`src/rtl/rv32_shift_pkg.sv`:
```
// Shared types and encodings for the RV32 shift issue stage.
// SHIFT_ILLEGAL_TRAP_EN adds an illegal flag to the decoded control bundle.
package rv32_shift_pkg;

  localparam int XLEN    = 32;
  localparam int SHAMT_W = 5;

  localparam logic [6:0] OPC_OP     = 7'b0110011;
  localparam logic [6:0] OPC_OP_IMM = 7'b0010011;

  localparam logic [2:0] F3_SLL = 3'b001;
  localparam logic [2:0] F3_SR  = 3'b101;

  localparam logic [6:0] F7_LOGIC = 7'b0000000;
  localparam logic [6:0] F7_ARITH = 7'b0100000;

  typedef struct packed {
    logic enable;
    logic logical;
    logic direction;
    logic immediate;
`ifdef SHIFT_ILLEGAL_TRAP_EN
    logic illegal;
`endif
  } shift_ctrl_t;

  typedef enum logic [1:0] {
    EMPTY = 2'd0,
    ONE   = 2'd1,
    FULL  = 2'd2
  } skid_state_e;

  typedef struct packed {
    shift_ctrl_t     ctrl;
    logic [XLEN-1:0] code_bus;
    logic [XLEN-1:0] rs1;
    logic [XLEN-1:0] rs2;
  } issue_entry_t;

endpackage

```
`src/rtl/rv32_shift_decode.sv`:
```
// Combinational classifier: instruction word -> shifter control bundle.
// SHIFT_ILLEGAL_TRAP_EN flags malformed shift encodings instead of issuing them silently.
module rv32_shift_decode
  import rv32_shift_pkg::*;
(
  input  logic [XLEN-1:0] instr,
  output shift_ctrl_t     ctrl
);

  logic [6:0] opcode;
  logic [2:0] funct3;
  logic [6:0] funct7;
  logic       is_op;
  logic       is_op_imm;

  assign opcode    = instr[6:0];
  assign funct3    = instr[14:12];
  assign funct7    = instr[31:25];
  assign is_op     = (opcode == OPC_OP);
  assign is_op_imm = (opcode == OPC_OP_IMM);

  // funct7 is checked on instr[31:25] for OP-IMM too, so shamt[5] = 1 never decodes as a shift
  always_comb begin
    ctrl = '0;
    if (is_op || is_op_imm) begin
      if (funct3 == F3_SLL && funct7 == F7_LOGIC) begin
        ctrl.enable    = 1'b1;
        ctrl.logical   = 1'b1;
        ctrl.immediate = is_op_imm;
      end else if (funct3 == F3_SR && funct7 == F7_LOGIC) begin
        ctrl.enable    = 1'b1;
        ctrl.logical   = 1'b1;
        ctrl.direction = 1'b1;
        ctrl.immediate = is_op_imm;
      end else if (funct3 == F3_SR && funct7 == F7_ARITH) begin
        ctrl.enable    = 1'b1;
        ctrl.direction = 1'b1;
        ctrl.immediate = is_op_imm;
      end
`ifdef SHIFT_ILLEGAL_TRAP_EN
      else if (funct3 == F3_SLL || funct3 == F3_SR) begin
        ctrl.illegal = 1'b1;
      end
`endif
    end
  end

endmodule

```
`src/rtl/rv32_shift_issue_stage.sv`:
```
// Shift issue stage: decodes ID instructions and hands shifter bundles to EX via a 2-entry skid buffer.
// SHIFT_ILLEGAL_TRAP_EN adds the registered out_illegal output.
module rv32_shift_issue_stage
  import rv32_shift_pkg::*;
(
  input  logic            clk,
  input  logic            rst,
  input  logic            flush,
  input  logic            in_valid,
  output logic            in_ready,
  input  logic [XLEN-1:0] in_instr,
  input  logic [XLEN-1:0] in_rs1,
  input  logic [XLEN-1:0] in_rs2,
  output logic            out_valid,
  input  logic            out_ready,
  output logic            out_enable,
  output logic            out_logical,
  output logic            out_direction,
  output logic            out_immediate,
`ifdef SHIFT_ILLEGAL_TRAP_EN
  output logic            out_illegal,
`endif
  output logic [XLEN-1:0] out_code_bus,
  output logic [XLEN-1:0] out_rs1,
  output logic [XLEN-1:0] out_rs2
);

  shift_ctrl_t  dec_ctrl;
  issue_entry_t in_entry;
  issue_entry_t main_q;
  issue_entry_t skid_q;
  skid_state_e  state_q;
  skid_state_e  state_d;
  logic         in_ready_q;
  logic         accept;
  logic         consume;
  logic         load_main;
  logic         load_skid;
  logic         main_from_skid;

  rv32_shift_decode u_decode (
    .instr (in_instr),
    .ctrl  (dec_ctrl)
  );

  always_comb begin
    in_entry          = '0;
    in_entry.ctrl     = dec_ctrl;
    in_entry.code_bus = in_instr;
    in_entry.rs1      = in_rs1;
    in_entry.rs2      = {{(XLEN-SHAMT_W){1'b0}}, in_rs2[SHAMT_W-1:0]};
  end

  // Flush gates both handshakes so a same-cycle input is dropped and nothing is popped
  assign out_valid = (state_q != EMPTY);
  assign accept    = in_valid && in_ready_q && !flush;
  assign consume   = out_valid && out_ready && !flush;

  always_comb begin
    state_d        = state_q;
    load_main      = 1'b0;
    load_skid      = 1'b0;
    main_from_skid = 1'b0;
    case (state_q)
      EMPTY: begin
        if (accept) begin
          state_d   = ONE;
          load_main = 1'b1;
        end
      end
      ONE: begin
        if (accept && consume) begin
          load_main = 1'b1;
        end else if (accept) begin
          state_d   = FULL;
          load_skid = 1'b1;
        end else if (consume) begin
          state_d = EMPTY;
        end
      end
      FULL: begin
        if (consume) begin
          state_d        = ONE;
          main_from_skid = 1'b1;
        end
      end
      default: state_d = EMPTY;
    endcase
    if (flush) begin
      state_d = EMPTY;
    end
  end

  // in_ready is registered from the next state so it drops on the same edge the buffer fills
  always_ff @(posedge clk) begin
    if (rst) begin
      state_q    <= EMPTY;
      in_ready_q <= 1'b1;
      main_q     <= '0;
      skid_q     <= '0;
    end else begin
      state_q    <= state_d;
      in_ready_q <= (state_d != FULL);
      if (load_main) begin
        main_q <= in_entry;
      end else if (main_from_skid) begin
        main_q <= skid_q;
      end
      if (load_skid) begin
        skid_q <= in_entry;
      end
    end
  end

  assign in_ready      = in_ready_q;
  assign out_enable    = main_q.ctrl.enable;
  assign out_logical   = main_q.ctrl.logical;
  assign out_direction = main_q.ctrl.direction;
  assign out_immediate = main_q.ctrl.immediate;
`ifdef SHIFT_ILLEGAL_TRAP_EN
  assign out_illegal   = main_q.ctrl.illegal;
`endif
  assign out_code_bus  = main_q.code_bus;
  assign out_rs1       = main_q.rs1;
  assign out_rs2       = main_q.rs2;

endmodule
```
`config.mk`:
```
export PLATFORM = sky130hd
export DESIGN_NAME = rv32_shift_issue_stage
export DESIGN_NICKNAME = d
export VERILOG_FILES = /design/src/rtl/rv32_shift_pkg.sv /design/src/rtl/rv32_shift_decode.sv /design/src/rtl/rv32_shift_issue_stage.sv
export SDC_FILE = /design/constraint.sdc
export NUM_CORES = 1
export LEC_CHECK = 0
export CORE_ASPECT_RATIO = 0.9
export CORE_MARGIN = 3
export CORE_UTILIZATION = 45
export DETAILED_ROUTE_END_ITERATION = 12
export PLACE_DENSITY_LB_ADDON = 0.12
export SETUP_SLACK_MARGIN = 0.5
export SYNTH_ARGS = -nofsm -noshare
export SYNTH_HDL_FRONTEND = slang
export SYNTH_SLANG_ARGS = --single-unit
```
`constraint.sdc`:
```
create_clock -name clk -period 2.94 [get_ports clk]
set_clock_uncertainty 0.2 [all_clocks]
set_input_delay 0.294 -clock clk [delete_from_list [all_inputs] [get_ports clk]]
set_output_delay 0.294 -clock clk [all_outputs]
set_load 0.05 [all_outputs]
```
### After elaboration in Yosys (flattened, before gate mapping)

Index checks and enable logic that the tools add are counted.

* bitwise gates (word level): 0
* reduce and logical (&&, ||, !) cells: 14
* muxes and demuxes: 25
* add/subtract/negate cells: 0
* multiply operators: 0
* magnitude comparators: 0
* shifts and indexed selects: 0
* equal/unequal tests: 8
* div/mod/pow operators: 0

Operator list (number)
* $mux W100: 2
* $mux W2: 9
* $eq A7 B6 Y1 const B: 2
* $mux W1: 11
* $logic_and A1 B1 Y1: 8
* $eq A7 B5 Y1 const B: 1
* $logic_not A7 Y1: 1
* $pmux W2 S3: 1
* $mux W4: 1
* $reduce_bool A2 Y1: 2
* $eq A3 B1 Y1 const B: 1
* $eq A3 B3 Y1 const B: 1
* $eq A2 B1 Y1 const B: 1
* $eq A2 B2 Y1 const B: 1
* $logic_not A2 Y1: 1
* $ne A2 B2 Y1 const B: 1
* $pmux W1 S2: 1
* $logic_not A1 Y1: 1
* $logic_or A1 B1 Y1: 1

* bits in latches: 0
* bits in read-only memories: 0
* bits in writable memories: 0
* flip-flop bits (word level): 149
* memories: 0

### Longest topological paths before layout

Gate-level depths: netlist of the first run.

* depth in word-level cells: 9
* mapped depth: 6

### Hierarchy

A second synthesis of the first run with hierarchy kept.

* cells, all modules: 780
* area, all modules: 6591.3 um^2

Modules (own cells, without submodules)
* rv32_shift_issue_stage: area an instance 6493.7 um^2, instances 1, seq. area each 2982.9 um^2, cells each 767
* rv32_shift_decode: area an instance 97.6 um^2, instances 1, seq. area each 0.0 um^2, cells each 13

### Least setup slack after synthesis of the first run

Ideal clock, no wire load.

* kind: reg-to-reg
* start: register in_ready_q, in the netlist in_ready
* end: register main_q, in the netlist out_direction
* buffers on the path: 2
* clock period less this slack: 1.821 ns
* cell stages (with the launch flop): 7
* slack: 1.119 ns
* data required time: 2.670 ns
* arrival time: 1.551 ns
* cells stage by stage: dfxtp_1 > nand4bb_1 > nor2_1 > buf_2 > buf_2 > nand3_1 > a21oi_1

* word-level cells in the longest chain between the ends: 6
* elaborated cells between the ends (all ways): 8

RTL lines
* start, declared: RTL line rv32_shift_issue_stage.sv:34 `logic in_ready_q;`
* start signal, assigned: RTL line rv32_shift_issue_stage.sv:103 `in_ready_q <= (state_d != FULL);`
* $logic_and A1 B1 Y1 * (2 in a row): RTL line rv32_shift_issue_stage.sv:56 `assign accept = in_valid && in_ready_q && !flush;`
* $logic_and A1 B1 Y1: RTL line rv32_shift_issue_stage.sv:72 `if (accept && consume) begin`
* $mux W1: RTL line rv32_shift_issue_stage.sv:72
* $pmux W1 S2 *: RTL line rv32_shift_issue_stage.sv:64 `case (state_q)`
* $mux W100 or $reduce_bool A2 Y1 (tied branches)
* end signal, assigned: RTL line rv32_shift_issue_stage.sv:105 `main_q <= in_entry;`
* end signal, assigned: RTL line rv32_shift_issue_stage.sv:107 `main_q <= skid_q;`
* end, declared: RTL line rv32_shift_issue_stage.sv:30 `issue_entry_t main_q;`

Every way passes the cells marked *; elsewhere a longest branch is shown, timed or not.
A chain may end at the register's enable or synchronous reset.

### Worst setup path after layout of the first run

* start: register state_q[1]
* end: output port out_valid

* word-level cells in the longest chain between the ends: 1

RTL lines
* start, declared: RTL line rv32_shift_issue_stage.sv:32 `skid_state_e state_q;`
* start signal, assigned: RTL line rv32_shift_issue_stage.sv:102 `state_q <= state_d;`
* $reduce_bool A2 Y1: RTL line rv32_shift_issue_stage.sv:55 `assign out_valid = (state_q != EMPTY);`
* end, declared: RTL line rv32_shift_issue_stage.sv:14 `output logic out_valid,`

Every way passes these cells.

==> flow_metrics.tcl, run 1 <==
set metrics [dict create \
    register_area_sq_mm 0.002983 \
    yosysTopAreaCell "dfxtp_1" \
    postCtsSetupRepairBufs 0 \
    drive_gt1_share_pct 5.854 \
    drv_cap 0 \
    period_minus_slack_ns 2.280 \
    drt_first_pass_iters 5 \
    synth_top_area_share_pct 51.50 \
    cp_max_fo 7 \
    cts_root_buffer "clkbuf_16" \
    tns_ns 0 \
    dp_hpwl_mm 9.829 \
    io_pins 203 \
    cp.required_ns 2.45 \
    mostFrequentLayoutCell "nand2_1" \
    synth_top_family_by_area "compound AO/OA/AOI/OAI gates" \
    synth-compound-area-share_pct 22.27 \
    die_x_um 125.6 \
    grt_max_degree 83 \
    drt_iter0_drc 374 \
    ys_ff_latch 149 \
    status "completed" \
    crit_path_end_kind "output port" \
    drv_slew 0 \
    drt-total-wl_mm 15.11 \
    ctsResizeCount 0 \
    antenna_found_initial 0 \
    num_antenna_cells 0 \
    drt-vias-per-instance 5.282 \
    peakVddDrop_mv 0.4656 \
    cts_tree "yes" \
    grt_setup_unrepaired "no" \
    period_share_pct 77.54 \
    finalHoldViolCount 0 \
    syn_avg_cell_area_sq_um 8.286 \
    synth_edf_count 0 \
    multi_input_area_sq_mm 0.002467 \
    grtUsageTotal_pct 21.16 \
    start_kind "flip-flop" \
    coreArea_sq_mm 0.01231 \
    relSlewSlack_pct 42.47 \
    grt_pass1_wl_mm 24.83 \
    dp_slack_ns 0.4422 \
    placed_cell_area_sq_mm 0.007261 \
    clock_path_buffers 2 \
    synth-simple-area-share_pct 17.58 \
    wl_per_cell_um 15.16 \
    antenna_left 0 \
    clock_latency_ns 0.40 \
    holdPathStages 2 \
    synth_xor_area_share_pct 0.1512 \
    fin_nets 925 \
    synth_seq_area_share_pct 51.50 \
    setup_slack_ns 0.6602 \
    final_cell_mix "213 x nand2_1, 149 x dfxtp_1, 147 x clkdlybuf4s50_1" \
    gp_congestion 0.7873 \
    syn_inst 699 \
    dr_total_vias 5266 \
    fp.dieArea_sq_mm 0.01427 \
    synth_area_leaders "dfxtp_1 52%, nand2_1 14%, a21oi_1 12%" \
    synthFlopType "dfxtp_1" \
    setup_violations 0 \
    ys_warn_count 0 \
    start_util_pct 47.03 \
    muxShareOfSynthArea_pct 0.5185 \
    cp.arrival_ns 1.79 \
    syn_area_sq_mm 0.005792 \
    synthAdderAreaFrac_pct 0 \
    hp-class "flip-flop to flip-flop" \
    die_h_um 113.6 \
    area_growth_pct 35.71 \
    ys_types 34 \
    max_freq_ghz 0.4386 \
    clk_pin_slew_ns 0.06 \
    tightestPinTransition_ns 0.8629 \
    grt_pass1_vias 5114 \
    fill_cells 1034 \
    grt.overflow.total 0 \
    place.port_buffers 148 \
    p_leak_nw 2.676 \
    reg2reg_depth 4 \
    numCtsBuffers 17 \
    cts_hold_buffers 0 \
    stdcell_area_sq_mm 0.007860 \
    crit_type "flip-flop to output port" \
    p_per_area_mw_per_mm2 625.5 \
    cts_sinks 149 \
    htree_levels 4 \
    async_flop_share_pct 0 \
    worst_hold_slack_ns 0.2516 \
    drc 0 \
    rows 38 \
]
[critical path, stage by stage (launching register included)]
cell	delay, ns
dfxtp_1	0.35
or2_2	0.30
clkdlybuf4s50_1	0.72
[final timing paths]
| kind | start | to | slack, ns |
|---|---|---|---|
| worst max-delay path | state_q[1] | out_valid | 0.66 |
| worst min-delay path | skid_q[93] | skid_q[93] | 0.25 |
| worst max register to register | state_q[0] | out_rs1[26] | 0.86 |
| worst min register to register | skid_q[93] | skid_q[93] | 0.25 |
[synthesized netlist by cell type, types with 3 or more instances]
cell type / instances
nor2_1: 3
a21oi_1: 142
nand2_1: 214
a22oi_1: 69
nand3_1: 4
nand2b_1: 3
nor2b_1: 3
o21ai_0: 3
dfxtp_1: 149
buf_2: 33
mux2i_1: 3
clkbuf_1: 16
buf_4: 30
[through the flow]
| step | instances | total power [mW] | util (%) |
|---|---|---|---|
| 2_1_floorplan | 725 | 2.546 | - |
| 3_3_place_gp | 965 | 2.763 | 58.96 |
| 3_5_place_dp | 965 | 2.771 | 58.96 |
| 4_1_cts | 997 | 4.957 | 63.83 |
| 5_1_grt | 997 | 5.097 | 63.83 |
| 6_report | 997 | 4.917 | 63.83 |
[layer usage]
metal,share of wire (%),vias up,GRT usage (%)
met5,0,-,0
met4,0.54,0,4.408
met3,7.8,7,7.772
met2,47,169,35.21
met1,44,2505,26.62
li1,-,2585,-
[kinds of logic after synthesis]
family          count (synthesis)
flops                         149
compound gates                219
xor+xnor                        1
mux                             3
simple gates                  245
buf+inv                        81
other cells                     1
[state kept, by name (all words and copies together) (netlist names)]
register       count
in_ready           1
out_rs1           32
out_direction      1
out_enable         1
skid_q            73
out_logical        1
state_q            2
out_immediate      1
out_code_bus      32
out_rs2            5
[power by group]
part           total [mW]  internal, mW  switching, mW
combinational       0.627         0.219          0.408
sequential           2.10          2.07         0.0283
clock                2.19          1.36          0.827
[cell type report]
| type | count | area share [%] |
|---|---|---|
| Clock inverter | 11 | 1.894 |
| Multi-Input combinational cell | 495 | 31.39 |
| Inverter | 1 | 0.04776 |
| Clock buffer | 21 | 5.731 |
| Timing Repair Buffer | 160 | 20.44 |
| Sequential cell | 149 | 37.95 |
| Tap cell | 160 | 2.547 |
Note: power is estimated with default switching activity, not from simulation.
==> inputs of run 2 (changes only) <==
clock period = 2.15 ns   (was 2.94 ns; I/O delays follow)
==> flow_metrics.tcl, run 2 (synthesis results as in run 1) <==
set metrics [dict create \
    antenna_left 0 \
    largest_register_ffs 73 \
    antenna_found_initial 0 \
    holdCritStartpoint "out_ready" \
    finalHoldViolCount 0 \
    clock_path_buffers 2 \
    status "completed" \
    drt_first_pass_iters 7 \
    fin_nets 961 \
    drv_cap 0 \
    grt_setup_unrepaired "yes" \
    wl_per_cell_um 18.08 \
    crit-reg2reg-launch "state_q[0]" \
    p_seq_share_pct 41.4 \
    grt_pass1_vias 5345 \
    die_h_um 113.6 \
    worstSetupStartpoint "state_q[0]" \
    intPower_mw 5.103 \
    hp-class "input port to flip-flop" \
    peakVddDrop_mv 0.6913 \
    tightestPinTransition_ns 0.6070 \
    cp.arrival_ns 1.82 \
    num_antenna_cells 0 \
    r2r_end "out_rs1[30]" \
    start_kind "flip-flop" \
    cp_max_fo 6 \
    grt.overflow.total 0 \
    fp.dieArea_sq_mm 0.01427 \
    period_share_pct 80.59 \
    die_x_um 125.6 \
    final_cell_mix "194 x nand2_1, 146 x dfxtp_1, 122 x a21oi_1" \
    crit_type "flip-flop to flip-flop" \
    pwr-share-comb_pct 14.5 \
    setup_violations 0 \
    rrSetupSlack_ns 0.42 \
    reg2reg_depth 7 \
    relSlewSlack_pct 59.53 \
    drt_iter0_drc 479 \
    htree_levels 4 \
    power.share.clock_pct 44.0 \
    mostFrequentLayoutCell "nand2_1" \
    power.net_switching_mw 1.841 \
    drv_slew 0 \
    worst_hold_slack_ns 0.06321 \
    dr_total_vias 5673 \
    drt-total-wl_mm 18.68 \
    coreArea_sq_mm 0.01231 \
    grt_pass1_wl_mm 26.32 \
    fill_cells 882 \
    crit_path_end_kind "flip-flop" \
    period_minus_slack_ns 1.733 \
    cts_tree "yes" \
    cts_root_buffer "clkbuf_16" \
    cts_sinks 149 \
    clk_pin_slew_ns 0.06 \
    p_leak_nw 3.122 \
    place.port_buffers 148 \
    numCtsBuffers 17 \
    grt_max_degree 54 \
    dp_hpwl_mm 10.16 \
    cp.required_ns 2.24 \
    drc 0 \
    largest_register "skid_q" \
    max_freq_ghz 0.5771 \
    area_growth_pct 53.34 \
    clock_latency_ns 0.41 \
    crit_end "out_rs1[30]" \
    drt-vias-per-instance 5.492 \
    tns_ns 0 \
    io_pins 203 \
    gp_congestion 0.8123 \
    rows 38 \
    drive_gt1_share_pct 24.17 \
    grtUsageTotal_pct 22.61 \
    p_sw_share_pct 26.51 \
    start_util_pct 47.03 \
    p_per_area_mw_per_mm2 781.9 \
]
## run 2: worst min path at each step
stage	to	depth (start not counted)	slack [ns]
floorplan	state_q[0]	1	0.09
detailed placement	out_code_bus[18]	2	0.25
finish	in_ready	3	0.06
CTS	in_ready	3	0.08
global placement	skid_q[98]	2	0.24
global route	state_q[0]	3	0.07
## run 2: repair_timing
action | 4_1_cts | 5_1_grt
hold endpoints to repair | 1 | 0
endpoints found under the setup margin | 184 | 131
hold buffers | 1 | 0
pin swaps | 4 | 23
setup buffers | 5 | 7
resized for setup | 241 | 64
gates cloned | 3 | 11
## run 2: metrics by stage
stage / utilization, % / worst slack, ns / area [sq um] / power (mW) / instances
2_1_floorplan: - / 0.5167 / 5891 / 3.482 / 725
3_3_place_gp: 60.54 / 0.08673 / 7455 / 3.812 / 974
3_5_place_dp: 60.54 / 0.03511 / 7455 / 3.824 / 974
4_1_cts: 67.54 / 0.4447 / 8317 / 6.875 / 1015
5_1_grt: 72.12 / 0.3798 / 8881 / 7.139 / 1033
6_report: 72.12 / 0.4172 / 8881 / 6.944 / 1033
## run 2: area by class of cell
class | count | area [sq um] | share of cell area (%)
Clock inverter | 12 | 152.6 | 1.719
Tap cell | 160 | 200.2 | 2.254
Inverter | 1 | 3.754 | 0.04227
Clock buffer | 20 | 456.7 | 5.142
Timing Repair Buffer | 196 | 2377 | 26.77
Multi-Input combinational cell | 495 | 2699 | 30.39
Sequential cell | 149 | 2992 | 33.69
## run 2: power groups by stage
stage | logic (mW) | clock network (mW) | registers (mW)
2_1_floorplan | 0.342 | 0 | 3.14
5_1_grt | 1.06 | 3.20 | 2.89
6_report | 1.01 | 3.06 | 2.88
3_5_place_dp | 0.892 | 0 | 2.93
4_1_cts | 0.921 | 3.08 | 2.87
3_3_place_gp | 0.883 | 0 | 2.93
## run 2: per-layer routing
layer  up-vias  GRT usage (%)  wire [um]
li1       2671              -          -
met1      2742          28.36       7781
met2       232          37.81       9139
met3        28          6.414       1456
met4         0          7.442        303
met5         -              0          0
## run 2: worst max-delay path: stages, from the launching register on
cell and delay (ns):
dfxtp_4 0.37, and4bb_4 0.42, a21oi_4 0.06, buf_6 0.12, buf_8 0.13, clkbuf_16 0.16, nand2_2 0.08, a21oi_2 0.06
==> inputs of run 3 (changes only) <==
clock period = 1.7 ns   (was 2.15 ns; I/O delays follow)
==> flow_metrics.tcl, run 3 (synthesis results as in run 1) <==
set metrics [dict create \
    period_minus_slack_ns 1.763 \
    multi_input_area_sq_mm 0.003550 \
    worst_hold_slack_ns -0.03491 \
    coreArea_sq_mm 0.01231 \
    die_x_um 125.6 \
    drt_iter0_drc 559 \
    drt-total-wl_mm 21.67 \
    grt_pass1_wl_mm 27.43 \
    place_inst 996 \
    hp-class "input port to flip-flop" \
    fill_cells 629 \
    grt_setup_unrepaired "yes" \
    status "finished with violations" \
    io_pins 203 \
    register_area_sq_mm 0.003079 \
    r2r_end "out_code_bus[25]" \
    reg2reg_depth 7 \
    met2_usage_pct 38.88 \
    cts_root_buffer "clkbuf_16" \
    stdcell_area_sq_mm 0.01042 \
    cp.arrival_ns 1.90 \
    wl_per_cell_um 20.18 \
    total_power_mw 8.472 \
    final_cell_mix "117 x nand2_1, 88 x dfxtp_1, 78 x a21oi_2" \
    start_kind "flip-flop" \
    crit_end "out_code_bus[25]" \
    worstSetupStartpoint "state_q[1]" \
    relSlewSlack_pct 65.39 \
    gp_congestion 0.7921 \
    gr-usage-met3_pct 7.818 \
    drv_slew 0 \
    setup_slack_ns -0.06305 \
    period_share_pct 103.7 \
    grtUsageMet1_pct 30.38 \
    grt_pass1_vias 5328 \
    drive_gt1_share_pct 51.48 \
    place.port_buffers 148 \
    die_h_um 113.6 \
    drt-vias-per-instance 5.632 \
    tns_ns -0.1234 \
    clk_pin_slew_ns 0.06 \
    tightestPinTransition_ns 0.5119 \
    violations "negative hold slack, negative setup slack" \
    antenna_found_initial 1 \
    fp.dieArea_sq_mm 0.01427 \
    largest_register "skid_q" \
    p_per_area_mw_per_mm2 812.8 \
    largest_register_ffs 73 \
    fin_nets 1007 \
    setup_violations 6 \
    rows 38 \
    numCtsBuffers 17 \
    cts_sinks 149 \
    rrSetupSlack_ns -0.06 \
    dr_total_vias 6049 \
    fin_cells 1074 \
    max_freq_ghz 0.5672 \
    crit-reg2reg-launch "state_q[1]" \
    drt_first_pass_iters 5 \
    p_leak_nw 3.741 \
    clock_path_buffers 2 \
    grt.overflow.total 0 \
    grt_max_degree 39 \
    cp.required_ns 1.83 \
    grtUsageTotal_pct 23.85 \
    crit_path_end_kind "flip-flop" \
    drv_cap 0 \
    dp_hpwl_mm 10.75 \
    drc 0 \
    area_growth_pct 79.95 \
    start_util_pct 47.03 \
    placed_cell_area_sq_mm 0.007452 \
    busiest_layer "met2" \
    cp_max_fo 6 \
    cts_tree "yes" \
    clock_latency_ns 0.42 \
    mostFrequentLayoutCell "nand2_1" \
    antenna_left 0 \
    htree_levels 4 \
    finalHoldViolCount 13 \
    crit_type "flip-flop to flip-flop" \
    peakVddDrop_mv 0.7350 \
]
run 3: cell types whose count changed in the layout (fill, tap and decap cells not counted), sizes merged, moves of 3 or more:
cell,change
buf,+120
bufinv,-3
clkbuf,+6
clkdlybuf4s15,-74
clkinv,-4
clkinvlp,-4
run 3: how the worst min path moves through the flow:
stage / cells after the start / startpoint / to / slack [ns]
detailed placement: 2 / skid_q[94] / skid_q[94] / 0.25
global placement: 2 / skid_q[77] / skid_q[77] / 0.24
floorplan: 1 / flush / state_q[0] / 0.04
finish: 2 / rst / out_code_bus[14] / -0.03
global route: 2 / rst / skid_q[97] / -0.01
CTS: 2 / rst / skid_q[99] / -0.03
run 3: final cells by class:
cell class | count | share of cell area, %
clock buffer | 26 | 4.694
timing repair buffer | 242 | 29.72
tap | 160 | 1.921
antenna | 1 | 0.02401
inverter | 1 | 0.03601
multi-input combinational | 495 | 34.06
sequential | 149 | 29.54
run 3: metrics by stage:
stage               setup slack, ns  util (%)
global placement            -0.2517     60.52
detailed placement          -0.3055     60.52
global route                -0.1219     84.64
CTS                         0.07219     69.20
finish                     -0.06305     84.64
floorplan                    0.1663         -
run 3: worst max-delay path, cell delays in order (launching register included):
cell	delay [ns]
dfxtp_4	0.37
and4bb_2	0.26
a21oi_4	0.21
buf_12	0.15
buf_8	0.12
buf_16	0.14
nand2_1	0.06
a21oi_1	0.16
run 3: layer usage:
metal  vias to the layer above  wire (um)
li1                       2766          -
met1                      2916       8564
met2                       305      10580
met3                        62       1822
met4                         0        698
met5                         -          0
run 3: repair_timing:
action,in CTS,in global routing
setup endpoints to repair,222,224
endpoints found under the hold margin,20,3
pin swaps,51,115
setup buffers,12,22
cloned,4,12
gates resized for setup,89,418
run 3: power by group:
group	switching, mW	total, mW	leakage, nW	internal (mW)
combinational	0.871	1.51	2.27	0.644
clock	1.35	3.28	0.238	1.93
sequential	0.0864	3.68	1.24	3.59
total	2.30	8.47	3.74	6.17
